===== src/rtl/serial_add_pkg.sv =====
// serial_add_pkg
// Shared definitions for the bit-serial adder sequencer: state encoding,
// the legal WIDTH range and the counter sizing rule.
// No ports (package).

package serial_add_pkg;

    localparam logic [1:0] ST_IDLE = 2'd0;
    localparam logic [1:0] ST_RUN  = 2'd1;
    localparam logic [1:0] ST_DONE = 2'd2;

    // 2'd3 is never entered; the FSM decodes it as IDLE.
    typedef enum logic [1:0] {
        S_IDLE = ST_IDLE,
        S_RUN  = ST_RUN,
        S_DONE = ST_DONE
    } state_e;

    localparam int WIDTH_MIN = 1;
    localparam int WIDTH_MAX = 32;

    // One spare bit so the count can reach WIDTH without wrapping.
    function automatic int cnt_width(input int w);
        return $clog2(w) + 1;
    endfunction

endpackage


===== src/rtl/serial_add_ctrl_if.sv =====
// serial_add_ctrl_if
// Operand/command and result bundle between the operand registers and the
// bit-serial adder sequencer.
//   start, clr, a, b, cin : requester -> sequencer
//   busy, done, s, co     : sequencer -> requester
// Modports: master (requester side), slave (sequencer side).

interface serial_add_ctrl_if #(
    parameter int WIDTH = 8
);
    logic             start;
    logic             clr;
    logic [WIDTH-1:0] a;
    logic [WIDTH-1:0] b;
    logic             cin;
    logic             busy;
    logic             done;
    logic [WIDTH-1:0] s;
    logic             co;

    modport master (
        output start, clr, a, b, cin,
        input  busy, done, s, co
    );

    modport slave (
        input  start, clr, a, b, cin,
        output busy, done, s, co
    );
endinterface


===== src/rtl/fa_bit.sv =====
// fa_bit
// 1-bit full adder built from two half adders and an OR, purely combinational.
// This is the single adder cell shared across every bit of the serial add.
//   a, b : addend bits
//   ci   : carry in
//   s    : sum bit
//   co   : carry out

module fa_bit (
    input  logic a,
    input  logic b,
    input  logic ci,
    output logic s,
    output logic co
);
    logic s_ab;
    logic c_ab;
    logic c_sc;

    ha_bit u_ha_ab (
        .a  (a),
        .b  (b),
        .s  (s_ab),
        .co (c_ab)
    );

    ha_bit u_ha_sc (
        .a  (s_ab),
        .b  (ci),
        .s  (s),
        .co (c_sc)
    );

    // Both half-adder carries can never be 1 together, so OR is exact.
    assign co = c_ab | c_sc;
endmodule


===== src/rtl/ha_bit.sv =====
// ha_bit
// 1-bit half adder, purely combinational.
//   a, b : addend bits
//   s    : sum bit
//   co   : carry out

module ha_bit (
    input  logic a,
    input  logic b,
    output logic s,
    output logic co
);
    assign s  = a ^ b;
    assign co = a & b;
endmodule


===== src/rtl/serial_add_ctrl.sv =====
// serial_add_ctrl
// Bit-serial adder sequencer: captures a WIDTH-bit operand pair on start and
// feeds one bit pair per clock (LSB first) through a single shared full-adder
// cell, shifting the sum in from the MSB side. Result is held while done=1.
//   clk   : rising-edge clock
//   rst_n : asynchronous active-low reset
//   bus   : serial_add_ctrl_if.slave (start/clr/a/b/cin in, busy/done/s/co out)
//
// state | meaning
// ------+--------------------------------------------------------------
// IDLE  | waiting for start; outputs cleared
// RUN   | one bit pair added per clock; start ignored
// DONE  | s/co valid and held; start re-accepts a new operation

module serial_add_ctrl
    import serial_add_pkg::*;
#(
    parameter int WIDTH = 8
) (
    input  logic               clk,
    input  logic               rst_n,
    serial_add_ctrl_if.slave   bus
);

    localparam int               CNT_W    = cnt_width(WIDTH);
    localparam logic [CNT_W-1:0] CNT_LAST = CNT_W'(WIDTH - 1);

    state_e           state_q;
    state_e           state_d;
    logic [CNT_W-1:0] cnt_q;
    logic [WIDTH-1:0] a_sh_q;
    logic [WIDTH-1:0] b_sh_q;
    logic [WIDTH-1:0] s_q;
    logic             carry_q;
    logic             co_q;

    logic             accept;
    logic             step;
    logic             clear;
    logic             last;
    logic             cell_s;
    logic             cell_co;

    fa_bit u_fa (
        .a  (a_sh_q[0]),
        .b  (b_sh_q[0]),
        .ci (carry_q),
        .s  (cell_s),
        .co (cell_co)
    );

    assign last = (cnt_q == CNT_LAST);

    always_ff @(posedge clk or negedge rst_n) begin
        if (!rst_n) begin
            state_q <= S_IDLE;
        end else begin
            state_q <= state_d;
        end
    end

    always_comb begin
        state_d = state_q;
        accept  = 1'b0;
        step    = 1'b0;
        clear   = 1'b0;
        if (bus.clr) begin
            // Abort wins over a simultaneous start.
            state_d = S_IDLE;
            clear   = 1'b1;
        end else begin
            case (state_q)
                S_IDLE: begin
                    if (bus.start) begin
                        accept  = 1'b1;
                        state_d = S_RUN;
                    end
                end
                S_RUN: begin
                    step = 1'b1;
                    if (last) begin
                        state_d = S_DONE;
                    end
                end
                S_DONE: begin
                    if (bus.start) begin
                        accept  = 1'b1;
                        state_d = S_RUN;
                    end
                end
                default: begin
                    // Unused encoding behaves exactly like IDLE.
                    state_d = S_IDLE;
                    if (bus.start) begin
                        accept  = 1'b1;
                        state_d = S_RUN;
                    end
                end
            endcase
        end
    end

    always_ff @(posedge clk or negedge rst_n) begin
        if (!rst_n) begin
            cnt_q   <= '0;
            a_sh_q  <= '0;
            b_sh_q  <= '0;
            s_q     <= '0;
            carry_q <= 1'b0;
            co_q    <= 1'b0;
        end else if (clear) begin
            cnt_q   <= '0;
            a_sh_q  <= '0;
            b_sh_q  <= '0;
            s_q     <= '0;
            carry_q <= 1'b0;
            co_q    <= 1'b0;
        end else if (accept) begin
            cnt_q   <= '0;
            a_sh_q  <= bus.a;
            b_sh_q  <= bus.b;
            s_q     <= '0;
            carry_q <= bus.cin;
            co_q    <= 1'b0;
        end else if (step) begin
            cnt_q   <= cnt_q + 1'b1;
            a_sh_q  <= a_sh_q >> 1;
            b_sh_q  <= b_sh_q >> 1;
            // Sum enters at the MSB; written without a part-select so WIDTH=1 works.
            s_q     <= (s_q >> 1) | (WIDTH'(cell_s) << (WIDTH - 1));
            carry_q <= cell_co;
            if (last) begin
                co_q <= cell_co;
            end
        end
    end

    assign bus.busy = (state_q == S_RUN);
    assign bus.done = (state_q == S_DONE);
    assign bus.s    = s_q;
    assign bus.co   = co_q;

endmodule


===== src/flat_wrapper.sv =====
// flat-port wrapper written by rule: the top's interface ports become plain ports
module serial_add_ctrl_flat import serial_add_pkg::*;
#(
    parameter int WIDTH = 8
)
  (clk, rst_n, bus_start, bus_clr, bus_a, bus_b, bus_cin, bus_busy, bus_done, bus_s, bus_co);
  serial_add_ctrl_if #(.WIDTH(WIDTH)) bus_i ();
  input  logic clk;
  input  logic rst_n;
  input wire logic [$bits(bus_i.start)-1:0] bus_start;
  input wire logic [$bits(bus_i.clr)-1:0] bus_clr;
  input wire logic [$bits(bus_i.a)-1:0] bus_a;
  input wire logic [$bits(bus_i.b)-1:0] bus_b;
  input wire logic [$bits(bus_i.cin)-1:0] bus_cin;
  output wire logic [$bits(bus_i.busy)-1:0] bus_busy;
  output wire logic [$bits(bus_i.done)-1:0] bus_done;
  output wire logic [$bits(bus_i.s)-1:0] bus_s;
  output wire logic [$bits(bus_i.co)-1:0] bus_co;
  assign bus_i.start = bus_start;
  assign bus_i.clr = bus_clr;
  assign bus_i.a = bus_a;
  assign bus_i.b = bus_b;
  assign bus_i.cin = bus_cin;
  assign bus_busy = bus_i.busy;
  assign bus_done = bus_i.done;
  assign bus_s = bus_i.s;
  assign bus_co = bus_i.co;
  serial_add_ctrl #(.WIDTH(WIDTH)) u_core (.clk(clk), .rst_n(rst_n), .bus(bus_i));
endmodule

===== config.mk =====
export PLATFORM = sky130hd
export DESIGN_NAME = serial_add_ctrl_flat
export DESIGN_NICKNAME = d
export VERILOG_FILES = /design/src/rtl/serial_add_pkg.sv /design/src/rtl/serial_add_ctrl_if.sv /design/src/rtl/fa_bit.sv /design/src/rtl/ha_bit.sv /design/src/rtl/serial_add_ctrl.sv /design/src/flat_wrapper.sv
export SDC_FILE = /design/constraint.sdc
export NUM_CORES = 1
export LEC_CHECK = 0
export BUFFER_PORTS_ARGS = -buffer_cell sky130_fd_sc_hd__buf_2
export CAP_MARGIN = 5
export CORE_ASPECT_RATIO = 0.8
export CORE_MARGIN = 10
export CORE_UTILIZATION = 35
export DETAILED_ROUTE_END_ITERATION = 7
export PLACE_DENSITY = 0.57
export SLEW_MARGIN = 0
export SYNTH_ARGS = -nofsm -noshare
export SYNTH_HDL_FRONTEND = slang
export SYNTH_SLANG_ARGS = --single-unit
export TNS_END_PERCENT = 1

===== constraint.sdc =====
create_clock -name clk -period 2.85 [get_ports clk]
set_input_delay 0.1425 -clock clk [delete_from_list [all_inputs] [get_ports clk]]
set_output_delay 0.1425 -clock clk [all_outputs]
set_load 0.03 [all_outputs]

After elaboration in Yosys (flattened, before gate mapping)
Index checks and enable logic that the tools add are counted.

storage, ports and cells
  register bits after elaboration = 32
  latch bits = 0
  RAM bits = 0
  ROM bits = 0
  bits of input ports = 21
  output and inout bits = 11
  word-level logic and storage cells = 55
  memories kept = 0

operators by class
  add/subtract/negate cells = 1
  $mul = 0
  divide/modulo/power cells = 0
  magnitude comparators = 0
  equality and inequality tests = 5
  shift-type cells = 0
  multiplexer cells = 30
  bitwise logic cells = 6
  reductions and logical operators = 6

operator list
  cell                                                                   number
  8-bit 2-to-1 mux                                                       9
  1-bit 2-to-1 mux                                                       14
  4-bit 2-to-1 mux                                                       3
  7-bit by 8-bit bitwise OR with 8-bit output                            1
  2-bit 2-to-1 mux                                                       3
  3-bit nonzero test                                                     2
  4-bit by 1-bit adder with 4-bit output, second input constant          1
  4-bit by 3-bit equality test with 1-bit output, second input constant  1
  2-bit case mux with 2 select lines                                     1
  2-bit AND reduction                                                    2
  3-bit by 1-bit != test with 1-bit output, second input constant        1
  3-bit by 2-bit != test with 1-bit output, second input constant        1
  1-bit AND                                                              2
  2-bit by 1-bit equality test with 1-bit output, second input constant  1
  2-bit equality test, second input constant                             1
  2-bit logical NOT                                                      1
  2-bit OR reduction                                                     1
  1-bit bitwise XOR                                                      2
  1-bit bitwise OR                                                       1

Depth between registers and ports, before layout
Gate-level depths: netlist (run 1).

  depth in word-level cells = 7
  depth in mapped cells = 5
  gate-level depth less buffers = 4

By module
Synthesis (run 1) repeated with hierarchy kept, for this count alone.

second synthesis, totals
  cell total of the unflattened synthesis = 150
  area, all modules = 1585.3 um^2

by module, submodules not included
  module           times used  cells each  area each (um^2)  seq. area each (um^2)
  serial_add_ctrl  1           147         1554.0            800.8
  ha_bit           2           1           12.5              0.0
  fa_bit           1           1           6.3               0.0

Least setup slack after synthesis (run 1)
Ideal clock, no wire load.

  path kind = register -> register
  start point = reg u_core.state_q[1]
  end point = reg u_core.b_sh_q[0]
  setup time = 0.126 ns
  arrival = 1.225 ns
  required time = 2.724 ns
  slack = 1.499 ns
  cell stages (with the launch flop) = 6
  path buffers = 1
  period minus slack after synthesis = 1.351 ns
  cells stage by stage = dfrtp_1 -> nand2b_4 -> inv_4 -> nor3_4 -> buf_4 -> a221o_1

on the way
  cells in the longest elaborated chain, start to end = 5
  elaborated cells on any way between the ends = 8
  those cells by class = eq/ne (1); mux (6); reduce/logical (1)

RTL lines
  item                                                line                    source
  start, declared                                     serial_add_ctrl.sv:28   state_e state_q;
  start signal, assigned                              serial_add_ctrl.sv:58   state_q <= state_d;
  2-bit by 1-bit equality test with 1-bit output (*)  --
  net bus_busy                                        flat_wrapper.sv:15      output wire logic [$bits(bus_i.busy)-1:0] bus_busy;
  1-bit 2-to-1 mux                                    --
  1-bit 2-to-1 mux                                    serial_add_ctrl.sv:67   if (bus.clr) begin
  8-bit 2-to-1 mux                                    serial_add_ctrl.sv:118  end else if (accept) begin
  8-bit 2-to-1 mux                                    serial_add_ctrl.sv:111  end else if (clear) begin
  end signal, assigned                                serial_add_ctrl.sv:121  b_sh_q <= bus.b;
  end signal, assigned                                serial_add_ctrl.sv:128  b_sh_q <= b_sh_q >> 1;
  end, declared                                       serial_add_ctrl.sv:32   logic [WIDTH-1:0] b_sh_q;

Mark *: on every way through the listed nets, which the timed path passes. The rest lies on a longest branch.
A chain may end at the register's enable or synchronous reset.

Worst setup path after layout (run 1)
  start point = reg u_core.state_q[1]
  end point = reg u_core.a_sh_q[6]

on the way
  cells in the longest elaborated chain, start to end = 5
  elaborated cells on any way between the ends = 8
  those cells by class = eq/ne (1); mux (6); reduce/logical (1)

RTL lines
  item                                                line                    source
  2-bit by 1-bit equality test with 1-bit output (*)  serial_add_ctrl.sv:72   case (state_q)
  1-bit 2-to-1 mux                                    --
  1-bit 2-to-1 mux                                    serial_add_ctrl.sv:67
  8-bit 2-to-1 mux                                    serial_add_ctrl.sv:118
  8-bit 2-to-1 mux                                    serial_add_ctrl.sv:111
  end signal, assigned                                serial_add_ctrl.sv:120  a_sh_q <= bus.a;
  end signal, assigned                                serial_add_ctrl.sv:127  a_sh_q <= a_sh_q >> 1;
  end, declared                                       serial_add_ctrl.sv:31   logic [WIDTH-1:0] a_sh_q;

Mark *: on every way between the ends. The rest lies on a longest branch, timed or not.

==> summary.txt, run 1 <==
Worst setup path
  • Startpoint types: register
  • CP max-delay cell: nor3_4
  • Worst Path Arrival: 1930 ps
  • CP endpoint kind: register
  • Worst r2r src: u_core.state_q[1]
  • CP Cell Sequence: nand2b_4 -> inv_4 -> nor3_4 -> a221o_1
  • R2R Path End: u_core.a_sh_q[6]
  • R2r worst-path depth: 4
  • Required @ worst endpoint: 3060 ps
  • Kind of critical path: register to register
  • Reg2reg setup slack: 1130 ps
  • Delay of the slowest cell on the worst path: 760 ps
  • Crit Path Max Fanout: 27

Placed design
  • GPL Wtd Cong: 0.7369
  • DP Worst Slack: 1135 ps
  • I/O Buffers: 31
  • HPWL Detailed: 2142 um

Timing
  • Fin worst setup slack: 1132 ps
  • Relative slew slack: 32.99%
  • Worst Skew: 5.075 ps
  • Setup_tns: 0 ps
  • RSZ-0062 raised after global routing: false
  • Fin crit share: 60.29%
  • Final setup vio count: 0
  • Slew Limit Fails: 0
  • Fmax: 582.0 MHz
  • Worst Tran Pin Value: 1002 ps
  • Fin. Hold Viols: 0
  • Tmin final: 1718 ps

Min path
  • WHS Endpoint: u_core.a_sh_q[1]
  • Worst min path class: primary input to register
  • Worst hold stages: 2
  • Hold Startpoint: bus_a[1]

Clock tree
  • Clock root cell: clkbuf_8
  • Skew-Pair Late Insertion Delay: 280 ps
  • Clock buffer depth: 2
  • CTS sink cnt: 32
  • Clock buffer count from CTS: 5
  • Worst-path clk slew: 60 ps
  • CTS resizes: 0
  • H-tree Lvls: 2
  • Cts hold-fix bufs: 1
  • CTS tree: yes
  • # Post-CTS Setup Buffers: 0

Cells and area
  • Final core occ: 43.94%
  • Layout cells sized above 1: 31.69%
  • Diode count: 0
  • Area growth from synthesis to layout: 18.19%
  • Final net count: 164

Route
  • Wirelength per Cell: 15.52 um
  • DRT Pass-1 Iters: 4
  • Drt initial violations: 29
  • DR vias/cell: 5.015
  • DRC violations left: 0
  • Final WL: 3058 um
  • Total number of vias: 988
  • Post-route ant nets: 0

Run
  • Max cap viols: 0

Floorplanning
  • Initial core utilization: 37.18%
  • Row Count: 20
  • Die Span Y: 77.60 um
  • Die ar.: 7138 um2
  • Die width: 92.00 um
  • Core box area: 3904 um2
  • # IOs: 32

GRT
  • Met2 usage: 14.58%
  • Met1 Use GR: 10.30%
  • GR Util All Layers: 9.241%
  • Largest net degree at the start of global routing: 33
  • Layer with the highest usage: met2
  • Global-route wire length before repair: 5271 um
  • Met3 usage: 4.327%
  • Initial antenna violation count: 0
  • Global route overflow: 0
  • Vias in the first global route: 1124

Synth
  • Post-Synth Simple-Gate Area: 16.21%
  • Top FF cell, synth: dfrtp_1
  • Post-synth EDFFs: 0
  • Top-area cell type share of the netlist area: 55.17%
  • Ys Warns: 0
  • Syn avg cell area: 13.56 um2
  • Main area contributors after synthesis: dfrtp_1 55%, a221o_1 9.7%, a22o_1 7.2%, and2_1 3.9%, buf_6 3.1%
  • Cells after synthesis: 107
  • Area share of fa/ha/maj cells after synthesis: 2.241%
  • Xor and xnor area share after synthesis: 0.6034%
  • Synth unique cells: 27
  • Yosys top cell by area: dfrtp_1
  • Yosys reg bits: 32
  • Main combinational cell family by area after synthesis: compound AO/OA/AOI/OAI gates
  • Syn_nets: 130
  • Sequential fraction of the synthesis area: 55.17%
  • Async SR Flop Fraction: 100.0%
  • Post-synthesis compound-gate area fraction: 19.40%
  • Synth Cell Area: 1451 um2
  • Post-synthesis mux area share: 0.7759%

Run status
  • Run status: finished clean

Pwr
  • Leakage power: 0.0008675 uW
  • Pwr Density: 551.2 nW/um2
  • Max VDD drop: 247.3 uV
==> power by group <==
part	internal [uW]	switching [uW]
combinational	42.2	58.9
clock	197	156
sequential	476	15.7
total	715	230
==> per-layer routing <==
layer	up-vias	part of all wire (%)
li1	474	-
met1	484	44
met2	24	47
met3	6	7.1
met4	0	1.6
met5	-	0
==> registers in the layout, summed over array words and instances (netlist names) <==
name and cells:
u_core.a_sh_q 8, u_core.b_sh_q 8, u_core.bus.s 8, u_core.cnt_q 4, u_core.state_q 2, u_core.bus.co 1
u_core.carry_q 1
==> cell families after synthesis <==
group,count (synthesis)
flops,32
compound gates,30
mux,1
simple gates,32
xor+xnor,1
buf+inv,9
fa+ha+maj,2
==> synth_stat cells (all sizes together), types with 2 or more instances <==
cell type  number
and2b           2
a22o           12
nand3           6
inv             3
dfrtp          32
buf             6
nand3b          3
and2           14
nor3            2
a221o          14
==> worst max-delay path: cells and delay by family, from the launching register on <==
kind,cells,cell delay (ps)
buf+inv,1,60
compound gates,1,280
flops,1,370
simple gates,2,940
==> per-stage QoR <==
step	cells	area, um2	hold WS (ps)	total power [uW]
after floorplan	107	1451	-153.1	568.4
after global placement	188	1615	222.2	597.8
after detailed placement	188	1615	241.2	602.3
after CTS	197	1715	80.75	956.9
after global routing	197	1715	88.24	988.0
final	197	1715	86.72	945.6
==> cells in the final DEF, fill, tap and decap left out, types with 2 or more instances in the layout <==
cell	instances
a221o_1	14
a22o_1	12
and2_0	5
and2_1	9
and2b_1	2
buf_2	31
clkbuf_1	2
clkbuf_8	6
dfrtp_1	32
inv_1	2
nand3_1	6
nand3b_1	3
nor3_4	2
==> worst max path at each step <==
| stage | start | endpoint | slack (ps) |
|---|---|---|---|
| 2_1_floorplan | u_core.state_q[1] | u_core.b_sh_q[0] | 1500 |
| 6_report | u_core.state_q[1] | u_core.a_sh_q[6] | 1130 |
| 3_3_place_gp | u_core.state_q[1] | u_core.b_sh_q[2] | 1200 |
| 3_5_place_dp | u_core.state_q[1] | u_core.a_sh_q[2] | 1130 |
| 4_1_cts | u_core.state_q[1] | u_core.a_sh_q[6] | 1120 |
| 5_1_grt | u_core.state_q[1] | u_core.b_sh_q[6] | 990 |
==> area by class of cell <==
class                      instances  area, um2
timing repair buffer              33      172.7
multi-input combinational         66      569.3
inverter                           3      13.76
fill                             385       2188
clock buffer                       8      90.09
tap                               55      68.82
sequential                        32      800.8
No activity file was read; power rests on OpenSTA's default activity.
==> run 2, diff against run 1 <==
--- a/config.mk
+++ b/config.mk
@@ -11,7 +11,7 @@
 export CORE_MARGIN = 10
 export CORE_UTILIZATION = 35
 export DETAILED_ROUTE_END_ITERATION = 7
-export PLACE_DENSITY = 0.57
+export PLACE_DENSITY = 0.59
 export SLEW_MARGIN = 0
 export SYNTH_ARGS = -nofsm -noshare
 export SYNTH_HDL_FRONTEND = slang
==> constraint.sdc (replaced) <==
create_clock -name clk -period 1.5 [get_ports clk]
set_input_delay 0.075 -clock clk [delete_from_list [all_inputs] [get_ports clk]]
set_output_delay 0.075 -clock clk [all_outputs]
set_load 0.03 [all_outputs]
==> run 2 against run 1 <==
  * Worst setup slack worse by 1000 ps
  * Hold slack worse by 68 ps
  * Final cell count up 3.0%
  * Global-route usage up 0.59 points
  * Via count up 5.7%
  * Core utilization up 1.9 points
  * Non-clock buffer count up 5
  * Count of clock-buffer cells in the layout down 2
  * Sequential power up 90%
  * Die area unchanged
  * Flip-flop and latch count unchanged
  * Register-to-register slack worse by 1000 ps
==> summary.txt, run 2 (synthesis gave the netlist of run 1 again) <==
GRT
  • Vias in the first global route: 1164 (was 1124)
  • GR Util All Layers: 9.829% (was 9.241%)
  • Global-route wire length before repair: 5713 um (was 5271 um)
  • Initial antenna violation count: 0 (unchanged)
  • Global route overflow: 0 (unchanged)
  • Largest net degree at the start of global routing: 33 (unchanged)

Timing
  • Fin crit share: 93.17% (was 60.29%)
  • Fmax: 715.5 MHz (was 582.0 MHz)
  • Worst Skew: 2.230 ps (was 5.075 ps)
  • Slew Limit Fails: 0 (unchanged)
  • RSZ-0062 raised after global routing: false (unchanged)
  • Fin worst setup slack: 102.4 ps (was 1132 ps)
  • Fin. Hold Viols: 0 (unchanged)
  • Worst Tran Pin Value: 707.4 ps (was 1002 ps)
  • Tmin final: 1398 ps (was 1718 ps)
  • Final setup vio count: 0 (unchanged)
  • Setup_tns: 0 ps (unchanged)
  • Relative slew slack: 52.84% (was 32.99%)

Route
  • Wirelength per Cell: 16.18 um (was 15.52 um)
  • Post-route ant nets: 0 (unchanged)
  • DRC violations left: 0 (unchanged)
  • Drt initial violations: 54 (was 29)
  • DR vias/cell: 5.143 (was 5.015)
  • DRT Pass-1 Iters: 4 (unchanged)
  • Final WL: 3284 um (was 3058 um)
  • Total number of vias: 1044 (was 988)

Cells and area
  • Final net count: 170 (was 164)
  • Area growth from synthesis to layout: 23.19% (was 18.19%)
  • Commonest cells after routing, fill and taps aside: 32 x dfrtp_1, 31 x buf_2, 14 x a221o_1 (unchanged)
  • Layout cells sized above 1: 35.81% (was 31.69%)
  • Layout Cells excl Fill: 203 (was 197)
  • Diode count: 0 (unchanged)
  • Layout fillers: 391 (was 385)
  • Commonest non-fill, non-tap cell in the layout: dfrtp_1 (unchanged)

Floorplanning
  • Initial core utilization: 37.18% (unchanged)
  • Die width: 92.00 um (unchanged)
  • Core box area: 3904 um2 (unchanged)
  • # IOs: 32 (unchanged)
  • Die Span Y: 77.60 um (unchanged)
  • Row Count: 20 (unchanged)
  • Die ar.: 7138 um2 (unchanged)

Min path
  • Worst hold stages: 2 (unchanged)
  • Worst min path class: primary input to register (unchanged)
  • WHS Endpoint: u_core.a_sh_q[7] (was u_core.a_sh_q[1])
  • Hold Startpoint: bus_a[7] (was bus_a[1])

Pwr
  • Pwr Density: 1024 nW/um2 (was 551.2 nW/um2)
  • Max VDD drop: 408.3 uV (was 247.3 uV)
  • Leakage power: 0.0009062 uW (was 0.0008675 uW)

Worst setup path
  • CP max-delay cell: dfrtp_1 (was nor3_4)
  • Worst Path Arrival: 1560 ps (was 1930 ps)
  • CP Cell Sequence: nand2b_4 -> inv_4 -> buf_6 -> nor3_4 -> buf_12 -> a221o_1 (was nand2b_4 -> inv_4 -> nor3_4 -> a221o_1)
  • R2R Path End: u_core.a_sh_q[3] (was u_core.a_sh_q[6])
  • Kind of critical path: register to register (unchanged)
  • Worst r2r src: u_core.state_q[1] (unchanged)
  • CP endpoint kind: register (unchanged)
  • Top delay family on crit path: flip-flops (was simple AND/OR/NAND/NOR gates)
  • Reg2reg setup slack: 100 ps (was 1130 ps)
  • Crit Path Max Fanout: 17 (was 27)
  • Required @ worst endpoint: 1660 ps (was 3060 ps)
  • CP bufs+invs: 3 (was 1)
  • R2r worst-path depth: 6 (was 4)
  • Delay of the slowest cell on the worst path: 380 ps (was 760 ps)
  • Startpoint types: register (unchanged)

Run
  • Max cap viols: 0 (unchanged)

Placed design
  • I/O Buffers: 31 (unchanged)
  • Inst Count DP: 192 (was 188)
  • HPWL Detailed: 2218 um (was 2142 um)
  • DP Worst Slack: -127.2 ps (was 1135 ps)
  • GPL Wtd Cong: 0.7211 (was 0.7369)

Clock tree
  • Clock root cell: clkbuf_8 (unchanged)
  • Worst-path clk slew: 60 ps (about the same)
  • CTS sink cnt: 32 (unchanged)
  • Clock buffer count from CTS: 5 (unchanged)
  • CTS tree: yes (unchanged)
  • Clock buffer depth: 2 (unchanged)
  • H-tree Lvls: 2 (unchanged)
  • Skew-Pair Late Insertion Delay: 280 ps (about the same)

Run status
  • Run status: finished clean (unchanged)
## run 2: cell types whose count changed in the layout (fill, tap and decap cells not counted)
cell / delta
clkbuf_1: -2
buf_6: +1
clkinv_2: +2
nor3_4: +1
buf_12: +1
buf_4: +3
## run 2: worst max path at each step
| stage | from | slack, ps | end | cells after the start |
|---|---|---|---|---|
| detailed placement | u_core.state_q[0] | -130 | u_core.a_sh_q[3] | 4 |
| CTS | u_core.state_q[0] | -30 | u_core.a_sh_q[0] | 5 |
| global placement | u_core.state_q[0] | -80 | u_core.a_sh_q[2] | 4 |
| global route | u_core.state_q[0] | 20 | u_core.b_sh_q[2] | 4 |
| floorplan | u_core.state_q[1] | 150 | u_core.b_sh_q[0] | 5 |
| finish | u_core.state_q[1] | 100 | u_core.a_sh_q[3] | 6 |
## run 2: what timing repair did
item	in CTS	in global routing
hold buffers	1	0
endpoints found under the setup margin	27	17
pin swaps	5	2
resized for setup	2	0
endpoints found under the hold margin	32	0
buffers inserted	0	1
cloned	1	0
## run 2: cell type report
cell class,instances,area (um2),area share [%]
multi-input combinational,67,585.6,32.75
clock buffer,6,82.58,4.619
inverter,3,13.76,0.7698
sequential,32,800.8,44.79
tap,55,68.82,3.849
timing repair buffer,38,226.5,12.67
clock inverter,2,10.01,0.5598
## run 2: per-stage QoR
stage | utilization, % | hold WS [ps] | cell area (um2) | power, uW
finish | 45.80 | 18.45 | 1788 | 1831
detailed placement | 42.15 | 169.1 | 1645 | 1156
CTS | 45.29 | 12.00 | 1768 | 1850
floorplan | - | -220.6 | 1451 | 1080
global route | 45.80 | 17.06 | 1788 | 1914
global placement | 42.15 | 163.1 | 1645 | 1149
## run 2: per-layer routing
metal / GRT usage [%] / vias to the layer above / part of all wire (%)
li1: - / 486 / -
met1: 12.08 / 523 / 47
met2: 14.44 / 28 / 44
met3: 5.192 / 7 / 8.5
met4: 3.231 / 0 / 1.3
met5: 0 / - / 0
## run 2: where the power goes
| group | switching [uW] | internal, uW | total [uW] |
|---|---|---|---|
| registers | 30.1 | 905 | 935 |
| clock network | 307 | 365 | 672 |
| logic | 125 | 99.8 | 224 |
==> run 3, diff against run 2 <==
==> constraint.sdc (replaced) <==
create_clock -name clk -period 1.5 [get_ports clk]
set_input_delay 0.3 -clock clk [delete_from_list [all_inputs] [get_ports clk]]
set_output_delay 0.3 -clock clk [all_outputs]
set_load 0.03 [all_outputs]
==> run 3 against run 2 <==
  * Critical path depth decreased by 2
  * Count of clock-buffer cells in the layout increased by 2
  * First-iteration DRC count decreased by 1.9%
  * Critical path type is now register to primary output
  * Largest power group unchanged
==> summary.txt, run 3 (synthesis gave the netlist of run 1 again) <==
Timing
  • Final setup vio count: 0 (unchanged)
  • RSZ-0062 raised after global routing: false (unchanged)
  • Hold_ws: 35.95 ps (was 18.45 ps)
  • Setup_tns: 0 ps (unchanged)
  • Worst Skew: 2.494 ps (was 2.230 ps)
  • Relative slew slack: 61.47% (was 52.84%)
  • Tmin final: 1447 ps (was 1398 ps)
  • Fin crit share: 96.46% (was 93.17%)
  • Fin. Hold Viols: 0 (unchanged)
  • Worst Tran Pin Value: 576.0 ps (was 707.4 ps)
  • Fmax: 691.1 MHz (was 715.5 MHz)
  • Slew Limit Fails: 0 (unchanged)

Pwr
  • Net Sw Power: 445.9 uW (was 461.1 uW)
  • Clock share of power: 36.2% (was 36.7%)
  • Sw Ratio: 24.34% (was 25.18%)
  • Pwr Density: 1017 nW/um2 (was 1024 nW/um2)
  • Max VDD drop: 494.5 uV (was 408.3 uV)
  • Leakage power: 0.0009042 uW (was 0.0009062 uW)
  • Reg power frac: 51.0% (was 51.1%)
  • Internal: 1386 uW (was 1370 uW)
  • Gate power share: 12.8% (was 12.3%)

Floorplanning
  • Initial core utilization: 37.18% (unchanged)
  • Die width: 92.00 um (unchanged)
  • Die Span Y: 77.60 um (unchanged)
  • Die ar.: 7138 um2 (unchanged)
  • Core box area: 3904 um2 (unchanged)
  • # IOs: 32 (unchanged)
  • Row Count: 20 (unchanged)

Clock tree
  • CTS tree: yes (unchanged)
  • Clock buffer count from CTS: 5 (unchanged)
  • Clock root cell: clkbuf_8 (unchanged)
  • Skew-Pair Late Insertion Delay: 280 ps (about the same)
  • H-tree Lvls: 2 (unchanged)
  • Clock buffer depth: 2 (unchanged)
  • Cts hold-fix bufs: 0 (was 1)
  • CTS sink cnt: 32 (unchanged)
  • Worst-path clk slew: 60 ps (about the same)

GRT
  • Largest net degree at the start of global routing: 33 (unchanged)
  • GR Util All Layers: 9.817% (was 9.829%)
  • Initial antenna violation count: 0 (unchanged)
  • Global-route wire length before repair: 5727 um (was 5713 um)
  • Vias in the first global route: 1145 (was 1164)
  • Global route overflow: 0 (unchanged)

Worst setup path
  • CP Cell Sequence: nand2b_4 -> inv_6 -> buf_4 -> buf_6 (was nand2b_4 -> inv_4 -> buf_6 -> nor3_4 -> buf_12 -> a221o_1)
  • R2r worst-path depth: 6 (unchanged)
  • Crit Path Max Fanout: 3 (was 17)
  • Top delay family on crit path: flip-flops (unchanged)
  • Delay of the slowest cell on the worst path: 380 ps (about the same)
  • CP bufs+invs: 3 (unchanged)
  • R2R Path End: u_core.b_sh_q[6] (was u_core.a_sh_q[3])
  • Kind of critical path: register to primary output (was register to register)
  • Required @ worst endpoint: 1200 ps (was 1660 ps)
  • Reg2reg setup slack: 100 ps (about the same)
  • CP endpoint kind: primary output (was register)
  • CP max-delay cell: dfrtp_1 (unchanged)
  • Worst r2r src: u_core.state_q[1] (unchanged)
  • Worst Path Arrival: 1150 ps (was 1560 ps)
  • Startpoint types: register (unchanged)

Run
  • Max cap viols: 0 (unchanged)

Placed design
  • I/O Buffers: 31 (unchanged)
  • GPL Wtd Cong: 0.7573 (was 0.7211)
  • HPWL Detailed: 2181 um (was 2218 um)

Route
  • DRC violations left: 0 (unchanged)
  • Final WL: 3224 um (was 3284 um)
  • Drt initial violations: 53 (was 54)
  • DRT Pass-1 Iters: 4 (unchanged)
  • Post-route ant nets: 0 (unchanged)
  • Wirelength per Cell: 15.88 um (was 16.18 um)
  • DR vias/cell: 5.202 (was 5.143)
  • Total number of vias: 1056 (was 1044)

Cells and area
  • Final net count: 170 (unchanged)
  • Commonest non-fill, non-tap cell in the layout: dfrtp_1 (unchanged)
  • Diode count: 0 (unchanged)
  • Layout cells sized above 1: 35.14% (was 35.81%)
  • Commonest cells after routing, fill and taps aside: 32 x dfrtp_1, 30 x buf_2, 14 x a221o_1 (was 32 x dfrtp_1, 31 x buf_2, 14 x a221o_1)
  • Area growth from synthesis to layout: 24.05% (was 23.19%)

Run status
  • Run status: finished clean (unchanged)

Min path
  • Worst min path class: primary input to asynchronous set/reset pin (was primary input to register)
==> run 3: changes by cell type in the layout (fill, tap and decap cells not counted), sizes merged <==
cell,previous run,this run
dlygate4sd3,1,0
clkbuf,6,8
buf,37,38
clkinv,2,0
==> run 3: metrics by stage <==
| step | power [uW] | utilization, % | cells | setup WS, ps | cell area, um2 |
|---|---|---|---|---|---|
| 3_3_place_gp | 1156 | 42.66 | 193 | -84.68 | 1665 |
| 3_5_place_dp | 1162 | 42.66 | 193 | -117.3 | 1665 |
| 5_1_grt | 1925 | 46.12 | 203 | 1.950 | 1800 |
| 6_report | 1832 | 46.12 | 203 | 53.13 | 1800 |
| 2_1_floorplan | 1080 | - | 107 | 148.7 | 1451 |
| 4_1_cts | 1854 | 45.96 | 203 | 9.365 | 1794 |
==> run 3: routing by layer <==
metal,track usage (%),routed length (um),vias up
met5,0,0,-
met4,3.846,34,0
met3,4.231,224,5
met2,14.44,1495,27
met1,12.39,1470,536
li1,-,-,488
==> run 3: area by class of cell <==
class | count | area [um2]
Timing Repair Buffer | 38 | 239.0
Sequential cell | 32 | 800.8
Inverter | 3 | 16.27
Clock buffer | 8 | 90.09
Multi-Input combinational cell | 67 | 585.6
Fill cell | 391 | 2103
Tap cell | 55 | 68.82
==> run 3: worst max-delay path by stage <==
stage          cells past startpoint              start                to  slack [ps]
2_1_floorplan                      5  u_core.state_q[1]  u_core.b_sh_q[0]         150
3_3_place_gp                       4  u_core.state_q[0]  u_core.a_sh_q[2]         -80
3_5_place_dp                       4  u_core.state_q[0]  u_core.a_sh_q[5]        -120
4_1_cts                            4  u_core.state_q[1]          bus_busy           9
5_1_grt                            4  u_core.state_q[1]          bus_busy           2
6_report                           4  u_core.state_q[1]          bus_busy          50
==> run 3: worst register-to-register path, cell delays in order (launching register included) <==
cell and delay, ps:
dfrtp_1 380, nand2b_4 160, inv_6 80, buf_4 130, nor3_4 50, buf_12 150
a221o_1 340
==> run 3: power by group through the flow <==
stage                     registers (uW)  logic (uW)  clock network (uW)
after floorplan                      946         134                   0
after global placement               948         208                   0
after detailed placement             948         214                   0
after CTS                            934         234                 686
after global routing                 939         260                 726
final                                934         234                 664
==> run 3: timing repair <==
item | in CTS | in global routing
gates cloned | 1 | 0
gates resized for setup | 2 | 2
pin swaps | 2 | 1
endpoints found under the hold margin | 0 | 0
setup buffers | 1 | 0
setup endpoints to repair | 27 | 10
